### config.mk
export PLATFORM = sky130hd
export DESIGN_NAME = gcd_engine_flat
export DESIGN_NICKNAME = d
export VERILOG_FILES = /design/src/rtl/gcd_engine_if.sv /design/src/rtl/gcd_engine.sv /design/src/flat_wrapper.sv
export SDC_FILE = /design/constraint.sdc
export NUM_CORES = 1
export LEC_CHECK = 0
export ABC_CLOCK_PERIOD_IN_PS = 3400
export BUFFER_PORTS_ARGS = -buffer_cell sky130_fd_sc_hd__buf_2
export CORE_MARGIN = 2
export CORE_UTILIZATION = 50
export CTS_BUF_LIST = sky130_fd_sc_hd__clkbuf_4 sky130_fd_sc_hd__clkbuf_8 sky130_fd_sc_hd__clkbuf_16
export DETAILED_ROUTE_END_ITERATION = 8
export GPL_TIMING_DRIVEN = 0
export PLACE_DENSITY = 0.69
export SYNTH_ARGS = -nofsm -noshare
export SYNTH_HDL_FRONTEND = slang
export SYNTH_SLANG_ARGS = --single-unit
export TNS_END_PERCENT = 30
### constraint.sdc
create_clock -name clk -period 3.4 [get_ports clk]
set_input_delay 0 -clock clk [delete_from_list [all_inputs] [get_ports clk]]
set_output_delay 0 -clock clk [all_outputs]
set_load 0.02 [all_outputs]
### src/rtl/gcd_engine_if.sv
// rtl/gcd_engine_if.sv - request/result port bundle for the GCD accelerator
interface gcd_engine_if #(
    parameter int WIDTH = 16,
    parameter int CNT_W = WIDTH + 1
);
    logic             start;
    logic             mode;
    logic [WIDTH-1:0] a;
    logic [WIDTH-1:0] b;
    logic             busy;
    logic             done;
    logic             error;
    logic [WIDTH-1:0] y;
    logic [CNT_W-1:0] cycles;

    modport master (
        output start, mode, a, b,
        input  busy, done, error, y, cycles
    );

    modport slave (
        input  start, mode, a, b,
        output busy, done, error, y, cycles
    );
endinterface

### src/rtl/gcd_engine.sv
// rtl/gcd_engine.sv - multi-cycle GCD engine, subtractive (Euclid) or binary (Stein) per request
module gcd_engine #(
    parameter int WIDTH = 16,
    parameter int CNT_W = WIDTH + 1
) (
    input  logic         clk,
    input  logic         rst_n,
    gcd_engine_if.slave  bus
);
    localparam int KW = $clog2(WIDTH);

    localparam logic [1:0] ST_IDLE = 2'd0;
    localparam logic [1:0] ST_CALC = 2'd1;
    localparam logic [1:0] ST_FIN  = 2'd2;

    logic [1:0]       state_q, state_d;
    logic [WIDTH-1:0] ra_q, ra_d;
    logic [WIDTH-1:0] rb_q, rb_d;
    logic [KW-1:0]    k_q, k_d;
    logic             mode_q, mode_d;
    logic [CNT_W-1:0] cnt_q, cnt_d;
    logic [WIDTH-1:0] y_q, y_d;
    logic             err_q, err_d;
    logic [CNT_W-1:0] cycles_q, cycles_d;

    logic             accept;
    logic [CNT_W-1:0] cnt_inc;

    assign accept  = bus.start && (state_q != ST_CALC);
    assign cnt_inc = (cnt_q == '1) ? cnt_q : cnt_q + CNT_W'(1);

    always_comb begin
        state_d  = state_q;
        ra_d     = ra_q;
        rb_d     = rb_q;
        k_d      = k_q;
        mode_d   = mode_q;
        cnt_d    = cnt_q;
        y_d      = y_q;
        err_d    = err_q;
        cycles_d = cycles_q;

        if (accept) begin
            ra_d     = bus.a;
            rb_d     = bus.b;
            mode_d   = bus.mode;
            k_d      = '0;
            cnt_d    = '0;
            cycles_d = '0;
            if (bus.a == '0 || bus.b == '0) begin
                // Zero operand: report the other operand without iterating.
                err_d   = 1'b1;
                y_d     = bus.a | bus.b;
                state_d = ST_FIN;
            end else begin
                err_d   = 1'b0;
                state_d = ST_CALC;
            end
        end else if (state_q == ST_CALC) begin
            cnt_d = cnt_inc;
            if (ra_q == rb_q) begin
                y_d      = mode_q ? (ra_q << k_q) : ra_q;
                cycles_d = cnt_inc;
                state_d  = ST_FIN;
            end else if (mode_q && !ra_q[0] && !rb_q[0]) begin
                ra_d = ra_q >> 1;
                rb_d = rb_q >> 1;
                k_d  = k_q + KW'(1);
            end else if (mode_q && !ra_q[0]) begin
                ra_d = ra_q >> 1;
            end else if (mode_q && !rb_q[0]) begin
                rb_d = rb_q >> 1;
            end else if (ra_q > rb_q) begin
                // Both binary-odd and subtractive steps: larger minus smaller.
                ra_d = ra_q - rb_q;
            end else begin
                rb_d = rb_q - ra_q;
            end
        end else if (state_q == ST_FIN) begin
            state_d = ST_IDLE;
        end
    end

    always_ff @(posedge clk or negedge rst_n) begin
        if (!rst_n) begin
            state_q  <= ST_IDLE;
            ra_q     <= '0;
            rb_q     <= '0;
            k_q      <= '0;
            mode_q   <= 1'b0;
            cnt_q    <= '0;
            y_q      <= '0;
            err_q    <= 1'b0;
            cycles_q <= '0;
        end else begin
            state_q  <= state_d;
            ra_q     <= ra_d;
            rb_q     <= rb_d;
            k_q      <= k_d;
            mode_q   <= mode_d;
            cnt_q    <= cnt_d;
            y_q      <= y_d;
            err_q    <= err_d;
            cycles_q <= cycles_d;
        end
    end

    assign bus.busy   = (state_q == ST_CALC);
    assign bus.done   = (state_q == ST_FIN);
    assign bus.error  = err_q;
    assign bus.y      = y_q;
    assign bus.cycles = cycles_q;
endmodule
### src/flat_wrapper.sv
// flat-port wrapper written by rule: the top's interface ports become plain ports
module gcd_engine_flat 
#(
    parameter int WIDTH = 16,
    parameter int CNT_W = WIDTH + 1
)
  (clk, rst_n, bus_start, bus_mode, bus_a, bus_b, bus_busy, bus_done, bus_error, bus_y, bus_cycles);
  gcd_engine_if #(.WIDTH(WIDTH), .CNT_W(CNT_W)) bus_i ();
  input  logic clk;
  input  logic rst_n;
  input wire logic [$bits(bus_i.start)-1:0] bus_start;
  input wire logic [$bits(bus_i.mode)-1:0] bus_mode;
  input wire logic [$bits(bus_i.a)-1:0] bus_a;
  input wire logic [$bits(bus_i.b)-1:0] bus_b;
  output wire logic [$bits(bus_i.busy)-1:0] bus_busy;
  output wire logic [$bits(bus_i.done)-1:0] bus_done;
  output wire logic [$bits(bus_i.error)-1:0] bus_error;
  output wire logic [$bits(bus_i.y)-1:0] bus_y;
  output wire logic [$bits(bus_i.cycles)-1:0] bus_cycles;
  assign bus_i.start = bus_start;
  assign bus_i.mode = bus_mode;
  assign bus_i.a = bus_a;
  assign bus_i.b = bus_b;
  assign bus_busy = bus_i.busy;
  assign bus_done = bus_i.done;
  assign bus_error = bus_i.error;
  assign bus_y = bus_i.y;
  assign bus_cycles = bus_i.cycles;
  gcd_engine #(.WIDTH(WIDTH), .CNT_W(CNT_W)) u_core (.clk(clk), .rst_n(rst_n), .bus(bus_i));
endmodule
# Word level (Yosys, flattened, before mapping)
# Index checks and enable logic that the tools add are counted.
# totals
input_bits,36
register_bits,90
word_cells,82
out_inout_bits,36
# op_classes
muxes,35
n_reduce_logical,20
n_eq_ne,11
magnitude_cmp,1
bitwise_logic,1
n_addsub,4
shift,1
# ops
operator,count
$mux 16,19
$mux 17,6
$logic_not 16->1,2
$sub 16x16->16,2
$add 17x1->17 const B,1
$eq 17x17->1 const B,1
$eq 16x16->1,1
$gt 16x16->1,1
$mux 4,4
$or 16x16->16,1
$shl 16x4->16,1
$mux 2,5
$ne 4x1->1 const B,2
$reduce_and 4->1,2
$reduce_and 3->1,2
$reduce_bool 2->1,3
$add 4x1->4 const B,1
$logic_and 1x1->1,4
$ne 2x1->1 const B,2
$reduce_and 2->1,2
$reduce_bool 4->1,1
$ne 3x1->1 const B,1
$ne 3x2->1 const B,1
$reduce_bool 3->1,1
other kinds (6),7

# Depth between registers and ports, before layout
# Gate-level depths: netlist (run 1).
# depth
depth_word,8
mapped_depth,12
mapped_depth_nobuf,10

# Least setup slack after synthesis (run 1)
# OpenSTA, ideal clock, no wires.
# synth_timing
path_type,reg2reg
from,register u_core.ra_q[0]
to,register u_core.rb_q[14]
n_path_buf,2
required_time_ns,3.276
t_arrival_ns,2.487
stages_incl_launch_ff,13
period_less_slack_ns,2.611
path_slack_ns,0.789
setup_ns,0.124
path_cell_list,dfrtp_1 -> clkbuf_1 -> inv_1 -> ha_1 -> fa_1 -> nand3b_1 -> nand2_1 -> a21o_1 -> a31o_4 -> o31a_1 -> buf_6 -> nor3_1 -> a211o_1
# synth_via
elab_chain_len,8
word_cells_on_any_way,17
cone_classes,add/sub (1); order compare (1); eq/ne (4); mux (7); reduce/logical (4)
# synth_rtl
element,line_no,source
"start, declared",gcd_engine.sv:17,"logic [WIDTH-1:0] ra_q, ra_d;"
"start signal, assigned",gcd_engine.sv:97,ra_q <= ra_d;
$sub 16x16->16,gcd_engine.sv:77,rb_d = rb_q - ra_q;
$mux 16,gcd_engine.sv:73,end else if (ra_q > rb_q) begin
$mux 16,gcd_engine.sv:71,end else if (mode_q && !rb_q[0]) begin
$mux 16,gcd_engine.sv:69,end else if (mode_q && !ra_q[0]) begin
$mux 16,gcd_engine.sv:65,end else if (mode_q && !ra_q[0] && !rb_q[0]) begin
$mux 16,gcd_engine.sv:61,if (ra_q == rb_q) begin
$mux 16,gcd_engine.sv:59,end else if (state_q == ST_CALC) begin
$mux 16,gcd_engine.sv:43,if (accept) begin
"end signal, assigned",gcd_engine.sv:98,rb_q <= rb_d;
"end, declared",gcd_engine.sv:18,"logic [WIDTH-1:0] rb_q, rb_d;"
# Several ways; a longest one is shown, not always the timed one. The select of a mux whose other input is x is not followed.
# A chain may end at the register's enable or synchronous reset.

# Worst setup path in the final report (run 1)
# layout_timing
from,register u_core.ra_q[0]
to,register u_core.ra_q[6]
# layout_via
elab_chain_len,8
word_cells_on_any_way,17
cone_classes,add/sub (1); order compare (1); eq/ne (3); mux (7); reduce/logical (5)
# layout_rtl
element,line_no,source
$sub 16x16->16,gcd_engine.sv:75,ra_d = ra_q - rb_q;
$mux 16,gcd_engine.sv:73,
$mux 16,gcd_engine.sv:71,
$mux 16,gcd_engine.sv:69,
$mux 16,gcd_engine.sv:65,
$mux 16,gcd_engine.sv:61,
$mux 16,gcd_engine.sv:59,
$mux 16,gcd_engine.sv:43,
# Several ways; a longest one is shown, not always the timed one. The select of a mux whose other input is x is not followed.

==> qor.csv, run 1 <==
stage,metric,value,unit
timing,hold_violations,0,
power_and_ir_drop,peakVddDrop,489,uV
worst_setup_path,crit_path_start,u_core.ra_q[0],
final_layout,multi_input_area,0.00426,mm2
logic_synthesis,yosys-top-cells-count,"nand2_1 (94), dfrtp_1 (90), o21ai_0 (62)",
final_layout,nFillCells,1275,
final_layout,diodes,0,
logic_synthesis,netlist_area,0.00693,mm2
logic_synthesis,ys_types,71,
power_and_ir_drop,finalPower,9180,uW
power_and_ir_drop,netSwitchingPower,4710,uW
final_layout,nets,987,
floorplanning,die-area,0.0148,mm2
floorplanning,row_count,43,
clock_tree,cts_inserted_buffers,9,
route,initialDrtViolationCount,713,
logic_synthesis,syn_nets,877,
clock_tree,cts_resized,0,
power_and_ir_drop,combPwrFrac,68.9,%
final_layout,ff_latch_area,0.00225,mm2
route,vias_per_cell,6.33,
worst_setup_path,reg2reg_to,u_core.ra_q[6],
logic_synthesis,synthCells,804,
clock_tree,clock_path_buffers,2,
floorplanning,die-width,122,um
placement,gp_congestion,0.960,
worst_setup_path,worstSetupPathType,reg2reg,
timing,tightest_slew,0.827,ns
power_and_ir_drop,seqPwrFrac,19.3,%
timing,rsz0062_at_grt,no,
placement,pre_cts_ws,0.158,ns
timing,skew,0.00968,ns
job,max_cap_violations,0,
final_layout,syn_to_final_growth,17.2,%
final_layout,drive_gt1_share,16.1,%
logic_synthesis,netlist_top_cells_area,"dfrtp_1 (32%), ha_1 (6.3%), nand2_1 (5.1%)",
route,route.detailed.drc,0,
timing,slew_headroom,44.6,%
logic_synthesis,ys_ff_latch,90,
final_layout,postLayoutCoreUtil,59.2,%
power_and_ir_drop,clkPwrFrac,11.8,%
logic_synthesis,yosysMostFrequentCell,nand2_1,
floorplanning,coreArea,0.0137,mm2
placement,dp.cells,1056,
timing,fin_crit_sh,92.4,%
clock_tree,cts.reportedPaths.clkPinSlew,0.08,ns
route,vias,6960,
worst_setup_path,start_kind,register,
timing,fin_tns_setup,0,ns
global_route,grt_use_total,32.8,%
clock_tree,cts_tree,yes,
power_and_ir_drop,p_int,4460,uW
clock_tree,htree_num_levels,3,
route,drt_wl_total,23600,um
timing,finalSetupViolCount,0,
logic_synthesis,syn_avg_cell_area,8.62,um2
logic_synthesis,synth_edf_count,0,
worst_setup_path,endpoint,u_core.ra_q[6],
logic_synthesis,yosysTopAreaCell,dfrtp_1,
floorplanning,initial_core_util,50.5,%
power_and_ir_drop,power.leakage,0.00367,uW
min_path,hold_path.class,in2reg,
global_route,grt_pass1_vias,6722,
worst_setup_path,required,3.66,ns
worst_setup_path,crit_path_end_kind,register,
logic_synthesis,yosys_warnings,0,
power_and_ir_drop,p_per_area,1130,mW/mm2
timing,fmax,318,MHz
placement,dp_hpwl,17800,um
floorplanning,die_y,122,um
clock_tree,clkSinkCount,90,
power_and_ir_drop,swShare,51.3,%
floorplanning,io_pins,72,
final_layout,finalNonFillerCells,1099,
route,ant_nets,0,
placement,placement.io_buffers,71,
worst_setup_path,r2r_start,u_core.ra_q[0],
worst_setup_path,crit_fanout,10,
clock_tree,root_buffer,clkbuf_16,
timing,period_minus_slack,3.14,ns
global_route,grt_pass1_wl,36800,um
global_route,gr-total-overflow,0,
global_route,grt_max_degree,54,
worst_setup_path,r2r_cells,11,
timing,drv_slew,0,
run_status,status,finished clean,
logic_synthesis,synth_ff_type,dfrtp_1,
timing,layout_setup_ws,0.260,ns
logic_synthesis,async_flop_share,100,%
logic_synthesis,yosysSeqAreaShare,32.5,%
route,drt_pass1_iterations,5,
global_route,antenna_found_initial,0,
route,wire_per_inst,21.5,um
worst_setup_path,rrSetupSlack,0.26,ns
logic_synthesis,synth_top_cell_area_share,32.5,%
worst_setup_path,worstPathArrival,3.40,ns
clock_tree,clock_latency,0.37,ns
[power groups by stage]
stage | combinational, uW | sequential, uW | clock [uW]
after floorplan | 4650 | 1610 | 0
after global placement | 6140 | 1750 | 0
after detailed placement | 6180 | 1750 | 0
after CTS | 6230 | 1740 | 1090
after global routing | 6940 | 1790 | 1140
final | 6320 | 1770 | 1080
[stage by stage]
| step | instance area (um2) | hold slack, ns |
|---|---|---|
| finish | 8130 | 0.0103 |
| detailed placement | 7540 | 0.0127 |
| global route | 8130 | 0.00325 |
| floorplan | 6930 | -0.296 |
| CTS | 8130 | 0.00498 |
| global placement | 7510 | 0.210 |
[registers in the layout, indices dropped and copies added (netlist names)]
| name | count |
|---|---|
| u_core.ra_q | 16 |
| u_core.bus.cycles | 17 |
| u_core.mode_q | 1 |
| u_core.k_q | 4 |
| u_core.state_q | 2 |
| u_core.bus.error | 1 |
| u_core.bus.y | 16 |
| u_core.rb_q | 16 |
| u_core.cnt_q | 17 |
[area by class of cell]
cell class              count  area share, %
plain buffers              53           3.16
clock buffers               9           2.77
clock inverters             7           1.00
inverters                  42           1.94
multi-input cells         618           52.5
flip-flops and latches     90           27.7
well taps                 180           2.77
repair buffers            100           8.19
[critical path: stages (launching register included)]
cell and delay, ns:
dfrtp_1 0.58, inv_1 0.13, ha_1 0.24, fa_1 0.42
nand3b_1 0.21, nand2_1 0.15, a21o_1 0.21, a31o_4 0.24
a21o_2 0.24, buf_2 0.28, o211ai_1 0.16, o221a_2 0.16
[routing by layer]
metal	track usage, %	wire, um	up-vias
met5	0	0	-
met4	13.0	767	0
met3	6.51	1720	54
met2	52.7	11100	347
met1	43.7	10100	3385
li1	-	-	3174
[kinds of logic after synthesis]
group,share of synthesized area (%)
adder cells (fa/ha/maj),6.89
multiplexers,8.01
buffers and inverters,6.03
XOR/XNOR,4.67
flip-flops,32.5
AND/OR/NAND/NOR,17.7
AO/OA/AOI/OAI,24.2
[cells in the final DEF (no fill, tap or decap), types with 10 or more instances in the layout]
cell / instances
o22ai_1: 10
o211ai_1: 16
dlygate4sd3_1: 28
mux4_2: 12
nand2_1: 94
a21o_1: 13
nor2_1: 54
mux2_2: 12
nand3_1: 21
nor3_1: 25
nor4_1: 11
inv_1: 41
a211oi_1: 13
a21oi_1: 51
dfrtp_1: 90
xnor2_1: 24
nand4_1: 11
ha_1: 35
xor2_1: 13
o21ai_0: 62
buf_2: 80
o31ai_1: 10
clkbuf_1: 31
mux2i_1: 15
[timing repair]
item	CTS	global route
endpoints found under the setup margin	0	2
buffers inserted	0	0
hold buffers	28	0
endpoints found under the hold margin	65	0
[how the worst min path moves through the flow]
stage | startpoint | to | slack (ns) | cells after the start
floorplan | rst_n | u_core.bus.cycles[0] | -0.30 | 0
global placement | bus_mode | u_core.mode_q | 0.21 | 3
detailed placement | rst_n | u_core.rb_q[3] | 0.01 | 1
CTS | bus_b[8] | u_core.rb_q[8] | 0.005 | 2
global route | bus_b[8] | u_core.rb_q[8] | 0.003 | 2
finish | bus_b[14] | u_core.bus.y[14] | 0.01 | 3
Power figures use the tool's default switching activity.
==> inputs of run 2 (changes only) <==
--- a/config.mk
+++ b/config.mk
@@ -5,6 +5,7 @@
 export SDC_FILE = /design/constraint.sdc
 export NUM_CORES = 1
 export LEC_CHECK = 0
+export ABC_AREA = 1
 export ABC_CLOCK_PERIOD_IN_PS = 3400
 export BUFFER_PORTS_ARGS = -buffer_cell sky130_fd_sc_hd__buf_2
 export CORE_MARGIN = 2
==> run 2 against run 1 <==
- register-to-register slack improved by 0.40 ns
- cell count up 36%
- via count up 18%
- clock-buffer cell count rose by 2
- first-iteration DRC count up 37%
- non-clock buffer count shrank 27
- clock skew up 0.0018 ns
- sequential share of layout area decreased by 1.6 points
- hold slack worse by 0.0056 ns
- critical path depth is 5 higher
- critical endpoint is now u_core.ra_q[1]
- largest cell class unchanged
==> qor.csv, run 2 <==
stage,metric,value,unit
run_status,status,finished clean,
timing,rsz0062_at_grt,no,
clock_tree,cts_inserted_buffers,9,
worst_setup_path,crit_path_frequent_cell,nand2_1,
logic_synthesis,synth_ff_type,dfrtp_1,
floorplanning,coreArea,0.0146,mm2
logic_synthesis,async_flop_share,100,%
logic_synthesis,yosys-top-cells-count,"nand2_1 (433), inv_1 (160), nand3_1 (106)",
floorplanning,io_pins,72,
route,vias_per_cell,5.51,
clock_tree,htree_num_levels,3,
global_route,grt_use_met2,51.4,%
timing,drv_slew,0,
power_and_ir_drop,clkPwrFrac,10.6,%
min_path,min_path_cells,3,
logic_synthesis,yosys_warnings,0,
job,max_cap_violations,0,
min_path,hold_path.class,in2reg,
worst_setup_path,crit_slowest_cell,dfrtp_1,
logic_synthesis,ys_types,42,
clock_tree,clkSinkCount,90,
worst_setup_path,crit_fanout,10,
global_route,grt_max_degree,69,
clock_tree,clock_latency,0.36,ns
power_and_ir_drop,seqPwrFrac,18.0,%
final_layout,postLayoutCoreUtil,58.8,%
clock_tree,cts_tree,yes,
route,initialDrtViolationCount,980,
logic_synthesis,synthCells,1208,
worst_setup_path,crit_path_start,u_core.ra_q[0],
clock_tree,cts.reportedPaths.clkPinSlew,0.07,ns
worst_setup_path,path_cells,inv_1 -> ha_1 -> fa_1 -> inv_1 -> nand3_1 -> nand2_1 -> nand2_1 -> nand2_1 -> nand2_1 -> nand2_1 -> nand2_2 -> nand3_2 -> nand2_4 -> buf_6 -> nand2_2 -> o21ai_2,
final_layout,syn_to_final_growth,13.9,%
placement,dp_hpwl,20900,um
power_and_ir_drop,netSwitchingPower,5460,uW
placement,placement.io_buffers,71,
route,drt_wl_total,26300,um
min_path,hold_start,bus_b[1],
worst_setup_path,reg2reg_to,u_core.ra_q[1],
global_route,grt_pass1_wl,41300,um
global_route,busiest_layer,met2,
logic_synthesis,netlist_area,0.00756,mm2
timing,fin_crit_sh,80.5,%
worst_setup_path,rrSetupSlack,0.66,ns
route,wire_per_inst,17.6,um
logic_synthesis,ys_ff_latch,90,
global_route,antenna_found_initial,0,
final_layout,nFillCells,1474,
floorplanning,row_count,44,
timing,layout_setup_ws,0.663,ns
route,drt_pass1_iterations,7,
logic_synthesis,yosysMostFrequentCell,nand2_1,
timing,skew,0.0115,ns
timing,slew_headroom,50.7,%
worst_setup_path,start_kind,register,
clock_tree,root_buffer,clkbuf_16,
global_route,use_met1,45.8,%
worst_setup_path,r2r_cells,16,
power_and_ir_drop,peakVddDrop,483,uV
timing,fmax,365,MHz
min_path,hold_end,u_core.rb_q[1],
timing,period_minus_slack,2.74,ns
final_layout,layout_common_cells,"nand2_1 (433), inv_1 (160), nand3_1 (106)",
timing,hold_violations,0,
global_route,grt_use_total,33.0,%
timing,finalHoldWorstSlack,0.00464,ns
clock_tree,cts_resized,0,
route,ant_nets,0,
route,route.detailed.drc,0,
global_route,gr-total-overflow,0,
placement,gp_congestion,1.01,
timing,finalSetupViolCount,0,
logic_synthesis,netlist_top_cells_area,"dfrtp_1 (30%), nand2_1 (21%), inv_1 (7.9%)",
power_and_ir_drop,power.leakage,0.00469,uW
final_layout,drive_gt1_share,11.4,%
clock_tree,clock_path_buffers,2,
power_and_ir_drop,p_int,4100,uW
global_route,grt_pass1_vias,7640,
power_and_ir_drop,swShare,57.1,%
power_and_ir_drop,p_per_area,1110,mW/mm2
placement,pre_cts_ws,0.740,ns
final_layout,nets,1378,
final_layout,final_common_cell,nand2_1,
floorplanning,die-width,127,um
worst_setup_path,worstPathArrival,2.97,ns
final_layout,diodes,0,
timing,fin_tns_setup,0,ns
worst_setup_path,worstSetupPathType,reg2reg,
worst_setup_path,critPathMaxStageDelay,0.49,ns
logic_synthesis,synth_edf_count,0,
logic_synthesis,yosysSeqAreaShare,29.8,%
worst_setup_path,r2r_start,u_core.ra_q[0],
logic_synthesis,syn_avg_cell_area,6.26,um2
logic_synthesis,yosysTopAreaCell,dfrtp_1,
floorplanning,initial_core_util,51.6,%
floorplanning,die-area,0.0161,mm2
logic_synthesis,syn_nets,1281,
floorplanning,die_y,127,um
worst_setup_path,crit_path_end_kind,register,
worst_setup_path,required,3.64,ns
global_route,grt_util_met3,6.78,%
route,vias,8229,
timing,tightest_slew,0.739,ns
logic_synthesis,synth_top_cell_area_share,29.8,%
power_and_ir_drop,combPwrFrac,71.4,%
## run 2: changes by cell type after synthesis, sizes merged, moves of 12 or more
cell / change
mux2: -12
a21o: -14
a211oi: -14
inv: +125
nor3: -19
nor2: +31
mux2i: -12
mux4: -12
xnor2: -24
nand2: +353
nand3: +87
o21ai: +30
## run 2: area by class of cell
| cell class | instances | area (um2) | share of cell area (%) |
|---|---|---|---|
| Buffer | 40 | 205 | 2.38 |
| Clock buffer | 11 | 253 | 2.93 |
| Clock inverter | 5 | 45.0 | 0.523 |
| Inverter | 167 | 627 | 7.27 |
| Multi-Input combinational cell | 911 | 4480 | 52.0 |
| Sequential cell | 90 | 2250 | 26.1 |
| Tap cell | 184 | 230 | 2.67 |
| Timing Repair Buffer | 86 | 526 | 6.10 |
## run 2: repair_timing
| item | 4_1_cts | 5_1_grt |
|---|---|---|
| setup buffers | 0 | 0 |
| endpoints found under the hold margin | 103 | 0 |
| hold buffers | 14 | 0 |
## run 2: metrics by stage
stage	total power (uW)	cell area [um2]	std cells
finish	9560	8620	1494
global route	10400	8620	1494
CTS	9400	8620	1494
detailed placement	8350	8180	1464
global placement	8270	8150	1463
floorplan	6480	7560	1208
## run 2: worst max-delay path by stage
stage	end	slack (ns)	cells past startpoint
6_report	u_core.ra_q[1]	0.66	16
5_1_grt	u_core.ra_q[1]	0.48	16
4_1_cts	u_core.ra_q[3]	0.73	16
3_5_place_dp	u_core.ra_q[3]	0.74	16
3_3_place_gp	u_core.ra_q[1]	0.77	16
2_1_floorplan	u_core.ra_q[1]	1.23	16
## run 2: power groups by stage
stage	sequential [uW]	combinational, uW	clock (uW)
2_1_floorplan	1640	4840	0
3_3_place_gp	1720	6550	0
3_5_place_dp	1730	6620	0
4_1_cts	1710	6670	1020
5_1_grt	1750	7630	1060
6_report	1720	6820	1010
## run 2: per-layer routing
metal / wire [um] / vias to the layer above
li1: - / 4044
met1: 11300 / 3706
met2: 11600 / 412
met3: 2560 / 67
met4: 849 / 0
met5: 0 / -
## run 2: cell families after synthesis
logic type | synth area share (%)
AO/OA/AOI/OAI | 13.9
XOR/XNOR | 0.926
AND/OR/NAND/NOR | 37.7
adder cells (fa/ha/maj) | 6.32
buffers and inverters | 11.0
multiplexers | 0.397
flip-flops | 29.8
## run 2: critical path, delay by kind of cell, from the launching register on
family | cells | cell delay (ns)
buf+inv | 3 | 0.43
flops | 1 | 0.49
simple gates | 10 | 0.92
compound gates | 1 | 0.05
fa+ha+maj | 2 | 0.71
